==> src/rtl/pipe_stage_reg.sv <==
// pipe_stage_reg: DEPTH-stage pipeline register with valid, stall, flush and occupancy count
// Ports: clk, rst (sync, active-high), stall_in (hold all stages), flush_in (bubble all stages),
//   valid_in/ctrl_in/data_in (incoming slot), valid_out/ctrl_out/data_out (last stage),
//   occupancy (valid stage count). With PIPE_STAGE_STALL_CNT_EN defined, stall_cycles
//   counts stalled cycles while occupied, saturating at 16'hFFFF.
module pipe_stage_reg #(
  parameter int DATA_W = 16,
  parameter int CTRL_W = 4,
  parameter int DEPTH  = 1
) (
  input  logic              clk,
  input  logic              rst,
  input  logic              stall_in,
  input  logic              flush_in,
  input  logic              valid_in,
  input  logic [CTRL_W-1:0] ctrl_in,
  input  logic [DATA_W-1:0] data_in,
  output logic              valid_out,
  output logic [CTRL_W-1:0] ctrl_out,
  output logic [DATA_W-1:0] data_out,
  output logic [2:0]        occupancy
`ifdef PIPE_STAGE_STALL_CNT_EN
  ,
  output logic [15:0]       stall_cycles
`endif
);
  if (DEPTH < 1 || DEPTH > 4) begin : g_bad_depth
    $error("pipe_stage_reg: DEPTH must be 1..4");
  end
  logic [DEPTH-1:0] v, v_nxt;
  logic [CTRL_W-1:0] c [DEPTH];
  logic [DATA_W-1:0] d [DEPTH];
  // Index s holds what stage s loads on an advance: entry 0 is the input slot.
  logic [DEPTH:0] vi;
  logic [CTRL_W-1:0] ci [DEPTH+1];
  logic [DATA_W-1:0] di [DEPTH+1];
  logic [2:0] occ_nxt;
  always_comb begin
    vi = {v, valid_in};
    ci[0] = valid_in ? ctrl_in : '0;
    di[0] = data_in;
    for (int s = 0; s < DEPTH; s++) begin
      ci[s+1] = c[s];
      di[s+1] = d[s];
    end
    v_nxt = flush_in ? '0 : stall_in ? v : vi[DEPTH-1:0];
    occ_nxt = '0;
    for (int s = 0; s < DEPTH; s++) occ_nxt = occ_nxt + {2'b00, v_nxt[s]};
  end
  always_ff @(posedge clk) begin
    if (rst) begin
      v <= '0;
      occupancy <= '0;
      for (int s = 0; s < DEPTH; s++) begin
        c[s] <= '0;
        d[s] <= '0;
      end
    end else begin
      v <= v_nxt;
      occupancy <= occ_nxt;
      for (int s = 0; s < DEPTH; s++) begin
        if (flush_in) c[s] <= '0;
        else if (!stall_in) begin
          c[s] <= ci[s];
          d[s] <= di[s];
        end
      end
    end
  end
`ifdef PIPE_STAGE_STALL_CNT_EN
  always_ff @(posedge clk) begin
    if (rst) stall_cycles <= '0;
    else if (stall_in && !flush_in && occupancy != 3'd0 && stall_cycles != 16'hFFFF)
      stall_cycles <= stall_cycles + 16'd1;
  end
`endif
  assign valid_out = v[DEPTH-1];
  assign ctrl_out  = c[DEPTH-1];
  assign data_out  = d[DEPTH-1];
endmodule

==> config.mk <==
export PLATFORM = sky130hd
export DESIGN_NAME = pipe_stage_reg
export DESIGN_NICKNAME = d
export VERILOG_FILES = /design/src/rtl/pipe_stage_reg.sv
export SDC_FILE = /design/constraint.sdc
export NUM_CORES = 1
export LEC_CHECK = 0
export CORE_ASPECT_RATIO = 0.7
export CORE_MARGIN = 4
export CORE_UTILIZATION = 37
export DETAILED_ROUTE_END_ITERATION = 10
export PLACE_DENSITY = 0.8
export SLEW_MARGIN = 5
export SYNTH_ARGS = -nofsm -noshare
export SYNTH_HDL_FRONTEND = slang
export SYNTH_SLANG_ARGS = --single-unit
==> constraint.sdc <==
create_clock -name clk -period 1.7 [get_ports clk]
set_input_delay 0.255 -clock clk [delete_from_list [all_inputs] [get_ports clk]]
set_output_delay 0.255 -clock clk [all_outputs]
set_load 0.03 [all_outputs]
* Word level (Yosys, flattened, before mapping)
Memory sizes are Yosys's and may differ from the RTL's.
Cells that the tools add are included.
** Operators by class
- Muxes and demuxes :: 18
- Reduce and logical (&&, ||, !) cells :: 3
** Operator list (number)
- 16-bit 2-to-1 mux :: 1
- 16-bit OR reduction :: 1
- 1-bit 2-to-1 mux :: 14
- 4-bit 2-to-1 mux :: 3
- 4-bit OR reduction :: 2
** Word-level totals
- Bits in registers :: 3
- RAM bits :: 20
- Word-level logic and storage cells :: 25
- Memories :: 2
** Memory list
- d :: depth 1, bits a word 16, rd ports 1, clocked after Yosys merged registers in 0, write ports 1, RTL line 32 : logic [DATA_W-1:0] d [DEPTH];
- c :: depth 1, bits a word 4, rd ports 1, clocked after Yosys merged registers in 0, write ports 1, RTL line 31 : logic [CTRL_W-1:0] c [DEPTH];

* Depth between registers and ports, before layout
Gate-level depths: netlist of the first run.
- Depth in word-level cells :: 6
- Mapped depth :: 3
- Gate-level depth less buffers :: 2

* Least setup slack after synthesis of the first run
No wires, ideal clock.
- Path kind :: input to register
- Start point :: input stall_in
- End point :: memory d[0][0], enable pin
- Buffers on the path :: 0
- Library setup time :: 0.392 ns
- Cell stages on the path :: 1
- Arrival time :: 1.060 ns
- Slack :: 0.248 ns
- Cells stage by stage :: o21bai_1
** On the way
- Word-level cells in the longest chain between the ends :: 6
** Ends and longest elaborated chain
- start, declared :: RTL line 13 : input logic stall_in,
- 1-bit 2-to-1 mux (*) :: RTL line 63 : else if (!stall_in) begin
- 1-bit 2-to-1 mux (*) :: RTL line 62 : if (flush_in) c[s] <= '0;
- 1-bit 2-to-1 mux (*) :: RTL line 51 : if (rst) begin
- 1-bit 2-to-1 mux (implied by the code) (*) :: RTL line 65 : d[s] <= di[s];
- 16-bit OR reduction (no source line)
- 1-bit 2-to-1 mux (no source line) (*)
- end, declared :: RTL line 32
Every way passes the cells marked *; elsewhere a longest branch is shown, timed or not.

==> results of run 1 <==
## cells by family after synthesis
family / Yosys count / share of synthesized area [%]
multiplexers: 1 / 1.16
other: 1 / 0.436
flip-flops: 21 / 72.1
AO/OA/AOI/OAI: 1 / 0.872
buffers and inverters: 4 / 3.92
AND/OR/NAND/NOR: 25 / 21.5
## cells in the final DEF (no fill, tap or decap), drive strengths merged
| cell type | synthesis | layout |
|---|---|---|
| nor2 | 1 | 1 |
| nor4b | 1 | 1 |
| mux2i | 1 | 1 |
| conb | 1 | 2 |
| o21bai | 1 | 1 |
| dfxtp | 1 | 1 |
| clkbuf | 0 | 4 |
| and2 | 20 | 20 |
| clkdlybuf4s50 | 0 | 46 |
| buf | 4 | 1 |
| edfxtp | 20 | 20 |
| nor3 | 2 | 2 |
| nand2 | 1 | 1 |
## worst min-delay path, cell delays in order, from the launching register on
cell and delay (ps):
dfxtp_1 340, mux2i_1 150, nor3_1 60
## registers in the layout (all words and copies together) (netlist names)
| register | count |
|---|---|
| d | 16 |
| c | 4 |
| valid_out | 1 |
## metal layers
metal  track usage (%)  vias to the layer above
met3              2.55                        2
li1                  -                      275
met4              5.17                        0
met5                 0                        -
met2              18.0                       25
met1              13.8                      256
## per-stage QoR
| stage | instance area [sq um] | worst slack (ps) | power [W] | util, % |
|---|---|---|---|---|
| finish | 1380 | 101 | 0.00110 | 62.9 |
| global route | 1380 | 52.3 | 0.00114 | 62.9 |
| CTS | 1380 | 86.1 | 0.00111 | 62.9 |
| detailed placement | 1350 | 44.1 | 0.000883 | 61.7 |
| global placement | 1350 | 105 | 0.000880 | 61.7 |
| floorplan | 865 | 248 | 0.000744 | - |
## worst min path at each step
stage                              to  cells after the start  slack, ps                   start
2_1_floorplan  valid_out$_SDFFE_PP0N_                      1        330                flush_in
3_3_place_gp   valid_out$_SDFFE_PP0N_                      2        540  valid_out$_SDFFE_PP0N_
3_5_place_dp   valid_out$_SDFFE_PP0N_                      2        570  valid_out$_SDFFE_PP0N_
4_1_cts        valid_out$_SDFFE_PP0N_                      2        580  valid_out$_SDFFE_PP0N_
5_1_grt        valid_out$_SDFFE_PP0N_                      2        600  valid_out$_SDFFE_PP0N_
6_report       valid_out$_SDFFE_PP0N_                      2        580  valid_out$_SDFFE_PP0N_
## area by class of cell
cell class / instances / area share (%)
Multi-Input combinational cell: 29 / 15.3
Tap cell: 32 / 2.91
Timing Repair Buffer: 47 / 34.9
Sequential cell: 21 / 45.0
Clock buffer: 4 / 1.91
## power by group through the flow
stage	sequential [W]	combinational (W)	clock (W)
3_3_place_gp	0.000626	0.000254	0
2_1_floorplan	0.000706	0.0000379	0
5_1_grt	0.000617	0.000267	0.000254
4_1_cts	0.000614	0.000258	0.000234
3_5_place_dp	0.000626	0.000257	0
6_report	0.000614	0.000255	0.000229
==> results_dict.tcl, run 1 <==
set metrics [dict create \
    synth_area_leaders "edfxtp_1, and2_2, and2_1" \
    crit_slowest_cell "clkdlybuf4s50_1" \
    synth_edf_count 20 \
    place_inst 129 \
    power_switching_w 0.000276 \
    cts_buffers 3 \
    cp-end-kind "primary output" \
    core_area_sq_um 2190 \
    multiInputGateArea_sq_um 210 \
    ys_ff_latch 21 \
    cts_tree "done" \
    crit_path_start_kind "register" \
    die_width_um 65.7 \
    row_count 14 \
    synth_top_area_cell "edfxtp_1" \
    cp-endpoint "occupancy[0]" \
    gp_congestion 0.704 \
    grt_overflow 0 \
    synth.most_common_cell "edfxtp_1" \
    top_layer "met4" \
    n_antenna_cell 0 \
    setup_viol 0 \
    fin_cells 133 \
    synth_top_cell_area_share_pct 69.8 \
    async_reset_ff_share_pct 0 \
    ys_warn_count 0 \
    syn_to_final_growth_pct 60.0 \
    hold_violations 0 \
    ant_nets 0 \
    wl_mm 1.72 \
    grt_pass1_wl_mm 2.69 \
    maxSlewViolCount 0 \
    rsz0062_at_grt "no" \
    port-buffer-count 46 \
    min_path_type "reg -> reg" \
    nNetsFinal 127 \
    htreeDepth 1 \
    grt_max_degree 17 \
    reg2reg_from "valid_out$_SDFFE_PP0N_" \
    pwr-share-comb_pct 23.2 \
    cp-startpoint "valid_out$_SDFFE_PP0N_" \
    status "complete, no violations" \
    insertion_delay_ps 290 \
    hpwl_mm 1.37 \
    postCtsHoldBufs 0 \
    skew_ps 0 \
    syn_avg_cell_area_sq_um 16.2 \
    wl_met3_um 146 \
    ys_dominant_reg_cell "edfxtp_1" \
    critPathBufInv 1 \
    die-area_sq_um 3170 \
    seqPwrFrac_pct 55.9 \
    antenna_found_initial 0 \
    drcViolationCount 0 \
    wl_met2_um 867 \
    cp.depth 1 \
    cp_max_fo 3 \
    start_util_pct 39.3 \
    synthCells 53 \
    cp.arrival_ps 1340 \
    wire_per_inst_um 12.9 \
    regArea_sq_um 621 \
    max_stage_delay_ps 690 \
    power.internal_w 0.000821 \
    worst-setup-path-type "reg -> out" \
    cts_resized 0 \
    p_leak_nw 0.512 \
    max_freq_mhz 626 \
    cp.required_ps 1440 \
    cts_setup_buffers 0 \
    io_pins 49 \
    netlist_area_sq_um 861 \
    synth_commonest_cells "edfxtp_1, and2_2, and2_1" \
    max-cap-violations 0 \
    drt_iter0_drc 18 \
    ff2ff_path_depth 2 \
    vias 558 \
    fillers 175 \
    tns_ps 0 \
    layout-drive-gt1-share_pct 18.8 \
    clk_pin_slew_worst_paths_ps 110 \
    cp_top_family "buffers and inverters" \
    grtUsageTotal_pct 11.0 \
    grt_pass1_vias 536 \
    vdd_drop_max_mv 0.249 \
    swShare_pct 25.2 \
    synthDistinctLibCells 14 \
    r2r_slack_ps 1050 \
    die_h_um 48.4 \
    wl_met1_um 680 \
    root_buffer "clkbuf_4" \
    dr.pass1.iters 2 \
    hold_slack_ps 582 \
    period_needed_ps 1600 \
    path_cells "clkdlybuf4s50_1" \
    clkSinkCount 21 \
    powerDensity_nw_per_um2 797 \
    pwr-share-clk_pct 20.9 \
    period_share_pct 94.0 \
    cts_buffer_depth 2 \
    reg2reg_to "valid_out$_SDFFE_PP0N_" \
    vias_per_cell 4.20 \
    ys_seq_area_share_pct 72.1 \
]
Power figures use the tool's default switching activity.
==> run 2: changes to the inputs <==
--- a/config.mk
+++ b/config.mk
@@ -8,7 +8,8 @@
 export CORE_ASPECT_RATIO = 0.7
 export CORE_MARGIN = 4
-export CORE_UTILIZATION = 37
+export CORE_UTILIZATION = 39
+export CTS_BUF_LIST = sky130_fd_sc_hd__clkbuf_4 sky130_fd_sc_hd__clkbuf_8
 export DETAILED_ROUTE_END_ITERATION = 10
-export PLACE_DENSITY = 0.8
+export PLACE_DENSITY = 0.84
 export SLEW_MARGIN = 5
 export SYNTH_ARGS = -nofsm -noshare
==> constraint.sdc (replaced) <==
create_clock -name clk -period 1.7 [get_ports clk]
set_input_delay 0.255 -clock clk [delete_from_list [all_inputs] [get_ports clk]]
set_output_delay 0.255 -clock clk [all_outputs]
set_load 0.02 [all_outputs]
==> run 2 against run 1 <==
- cell area decreased by 0.27%
- maximum frequency is 3.7% higher
- critical path depth stayed put
- clock-buffer cell count is the same
- combinational power down 13%
- total power fell by 1.4%
- sequential share of layout area increased by 0.12 points
- critical path type unchanged
- largest power group unchanged
==> results_dict.tcl, run 2 (synthesis gave the netlist of run 1 again) <==
set metrics [dict create \
    status "complete, no violations" \
    ant_nets 0 \
    worst-setup-path-type "reg -> out" \
    p_leak_nw 0.515 \
    multiInputGateArea_sq_um 210 \
    grt_overflow 0 \
    postCtsHoldBufs 0 \
    grt_max_degree 17 \
    grt_pass1_wl_mm 2.74 \
    total_power_w 0.00108 \
    layout-drive-gt1-share_pct 20.6 \
    cp_top_family "buffers and inverters" \
    die-area_sq_um 3030 \
    vias 561 \
    powerDensity_nw_per_um2 787 \
    nNetsFinal 128 \
    drcViolationCount 0 \
    critPathBufInv 1 \
    n_antenna_cell 0 \
    top_register "d" \
    cts_buffers 3 \
    drt_iter0_drc 2 \
    syn_to_final_growth_pct 59.6 \
    cp.arrival_ps 1290 \
    period_needed_ps 1540 \
    tns_ps 0 \
    period_share_pct 90.7 \
    crit_slowest_cell "clkdlybuf4s50_1" \
    htreeDepth 1 \
    row_count 13 \
    cts_tree "done" \
    setup_slack_ps 158 \
    fillers 149 \
    crit_path_start_kind "register" \
    largest_register_ffs 16 \
    r2r_slack_ps 1050 \
    vias_per_cell 4.25 \
    max-cap-violations 0 \
    core_area_sq_um 1970 \
    place_area_sq_um 1340 \
    start_util_pct 43.7 \
    path_cells "clkdlybuf4s50_1" \
    clkSinkCount 21 \
    final_common_cell "clkdlybuf4s50_1" \
    cp.required_ps 1440 \
    vdd_drop_max_mv 0.442 \
    cts_setup_buffers 0 \
    setup_viol 0 \
    wire_per_inst_um 13.3 \
    insertion_delay_ps 290 \
    rsz0062_at_grt "no" \
    gp_congestion 0.664 \
    cp_max_fo 1 \
    min_path_type "reg -> reg" \
    max_stage_delay_ps 640 \
    root_buffer "clkbuf_4" \
    antenna_found_initial 0 \
    grt_pass1_vias 611 \
    wl_mm 1.76 \
    cts_buffer_depth 2 \
    dr.pass1.iters 2 \
    cts_resized 0 \
    skew_ps 0 \
    port-buffer-count 46 \
    dp_worst_setup_slack_ps 73.8 \
    max_freq_mhz 649 \
    cp-end-kind "primary output" \
    regArea_sq_um 621 \
    hold_violations 0 \
    die_h_um 47.3 \
    io_pins 49 \
    post-route-cell-area_sq_um 1370 \
    layout_common_cells "clkdlybuf4s50_1, edfxtp_1, and2_2" \
    die_width_um 64.2 \
    grtUsageTotal_pct 12.8 \
    clk_pin_slew_worst_paths_ps 100 \
    maxSlewViolCount 0 \
]
## run 2: changes by cell type in the layout (fill, tap and decap cells not counted), sizes merged
cell / before / now
buf: 1 / 2
## run 2: cell type report
class                      count  area share [%]
clock buffer                   4            2.19
multi-input combinational     29            15.3
sequential                    21            45.2
tap                           30            2.73
timing repair buffer          48            34.6
## run 2: stage by stage
stage | hold WS, ps | std cells | util (%)
floorplan | 332 | 54 | -
global placement | 541 | 128 | 68.3
detailed placement | 548 | 128 | 68.3
CTS | 563 | 132 | 69.8
global route | 591 | 132 | 69.8
finish | 558 | 132 | 69.8
## run 2: where the power goes
part           switching (W)  internal [W]  leakage (nW)  total, W
Clock               0.000138      0.000107        0.0184  0.000245
Combinational      0.0000979      0.000124         0.279  0.000222
Sequential         0.0000106      0.000605         0.217  0.000615
Total               0.000246      0.000836         0.515   0.00108
## run 2: layer usage
layer / vias up / part of all wire [%] / track usage [%] / routed length [um]
li1: 278 / - / - / -
met1: 257 / 37 / 13.0 / 660
met2: 24 / 52 / 23.8 / 922
met3: 2 / 9.6 / 6.70 / 169
met4: 0 / 0.45 / 3.78 / 8
met5: - / 0 / 0 / 0
## run 2: worst min-delay path: stages, from the launching register on
cell and delay (ps):
dfxtp_1 330, mux2i_1 130, nor3_1 60
## run 2: worst paths after layout
check / end / cells after the start / start
worst max register to register: valid_out$_SDFFE_PP0N_ / 2 / valid_out$_SDFFE_PP0N_
worst min-delay path: valid_out$_SDFFE_PP0N_ / 2 / valid_out$_SDFFE_PP0N_
worst max-delay path: data_out[13] / 1 / d[0][13]$_SDFFCE_PN0P_
worst min register to register: valid_out$_SDFFE_PP0N_ / 2 / valid_out$_SDFFE_PP0N_
==> run 3: changes to the inputs <==
Settings changed: CORE_MARGIN 4 to 3.
==> run 3 against run 2 <==
- setup slack gained 5.3 ps
- critical path depth is the same
- total power shrank 0.14%
- clock power shrank 2%
- sequential share of layout area shrank 0.16 points
- core utilization grew 0.25 points
- hold slack gained 14 ps
- sequential power is essentially flat
- critical path type unchanged
==> results_dict.tcl, run 3 (synthesis gave the netlist of run 1 again) <==
set metrics [dict create \
    status "complete, no violations" \
    wire_per_inst_um 13.1 \
    io_pins 49 \
    antenna_found_initial 0 \
    htreeDepth 1 \
    cts_buffers 3 \
    place_area_sq_um 1350 \
    cts_setup_buffers 0 \
    worst-setup-path-type "reg -> out" \
    fin_cells 131 \
    powerDensity_nw_per_um2 783 \
    grt_pass1_wl_mm 2.73 \
    crit_path_start_kind "register" \
    cp.required_ps 1440 \
    r2r_slack_ps 1060 \
    wl_mm 1.72 \
    syn_to_final_growth_pct 60.2 \
    max_freq_mhz 651 \
    fillers 167 \
    period_share_pct 90.4 \
    post-route-cell-area_sq_um 1380 \
    maxSlewViolCount 0 \
    cp_top_family "buffers and inverters" \
    grtUsageTotal_pct 13.5 \
    dr.pass1.iters 2 \
    max_stage_delay_ps 630 \
    core_area_sq_um 1970 \
    period_needed_ps 1540 \
    top_register "d" \
    min_path_type "reg -> reg" \
    gp_congestion 0.665 \
    total_power_w 0.00108 \
    die_h_um 45.3 \
    drcViolationCount 0 \
    skew_ps 0 \
    clkSinkCount 21 \
    place_inst 127 \
    layout-drive-gt1-share_pct 19.8 \
    grt_overflow 0 \
    cp.arrival_ps 1280 \
    grt_max_degree 17 \
    row_count 13 \
    crit_slowest_cell "clkdlybuf4s50_1" \
    vias_per_cell 4.24 \
    n_antenna_cell 0 \
    final_common_cell "clkdlybuf4s50_1" \
    cts_resized 0 \
    tns_ps 0 \
    start_util_pct 43.7 \
    vias 556 \
    layout_common_cells "clkdlybuf4s50_1, edfxtp_1, and2_2" \
    rsz0062_at_grt "no" \
    cts_buffer_depth 2 \
    largest_register_ffs 16 \
    insertion_delay_ps 290 \
    drt_iter0_drc 5 \
    cp-end-kind "primary output" \
    nNetsFinal 127 \
    cp_max_fo 3 \
    die_width_um 62.2 \
    path_cells "clkdlybuf4s50_1" \
    setup_viol 0 \
    port-buffer-count 46 \
    max-cap-violations 0 \
    clk_pin_slew_worst_paths_ps 100 \
    die-area_sq_um 2820 \
    root_buffer "clkbuf_4" \
    grt_pass1_vias 580 \
    vdd_drop_max_mv 0.503 \
    postCtsHoldBufs 0 \
    ant_nets 0 \
    cts_tree "done" \
    p_leak_nw 0.515 \
    hold_violations 0 \
    critPathBufInv 1 \
]
## run 3: changes by cell type in the layout (fill, tap and decap cells not counted)
cell	previous run	this run
buf_4	2	0
buf_12	0	1
## run 3: worst paths after layout
| check | start | depth (start not counted) | to |
|---|---|---|---|
| hold reg to reg | valid_out$_SDFFE_PP0N_ | 2 | valid_out$_SDFFE_PP0N_ |
| hold / removal | valid_out$_SDFFE_PP0N_ | 2 | valid_out$_SDFFE_PP0N_ |
| setup reg to reg | valid_out$_SDFFE_PP0N_ | 2 | valid_out$_SDFFE_PP0N_ |
| setup / recovery | valid_out$_SDFFE_PP0N_ | 1 | occupancy[0] |
## run 3: power by group
group          leakage [nW]  internal (W)  switching (W)
logic                 0.280      0.000126      0.0000983
clock network        0.0184      0.000107       0.000134
registers             0.217      0.000605      0.0000103
## run 3: stage by stage
| step | setup WS, ps | hold WS (ps) | utilization (%) |
|---|---|---|---|
| final | 164 | 571 | 70.1 |
| after global routing | 90.0 | 594 | 70.1 |
| after CTS | 144 | 584 | 70.1 |
| after detailed placement | 70.2 | 563 | 68.5 |
| after global placement | 119 | 538 | 68.5 |
| after floorplan | 248 | 332 | - |
## run 3: final cells by class
class	count	area, sq um	area share [%]
timing repair buffer	47	480	34.8
clock buffer	4	30.0	2.18
multi-input combinational	29	210	15.2
tap	30	37.5	2.72
sequential	21	621	45.0
## run 3: routing by layer
| layer | track usage [%] | routed length (um) |
|---|---|---|
| met1 | 13.2 | 634 |
| met2 | 25.6 | 910 |
| met3 | 6.97 | 166 |
| met4 | 3.96 | 11 |
| met5 | 0 | 0 |
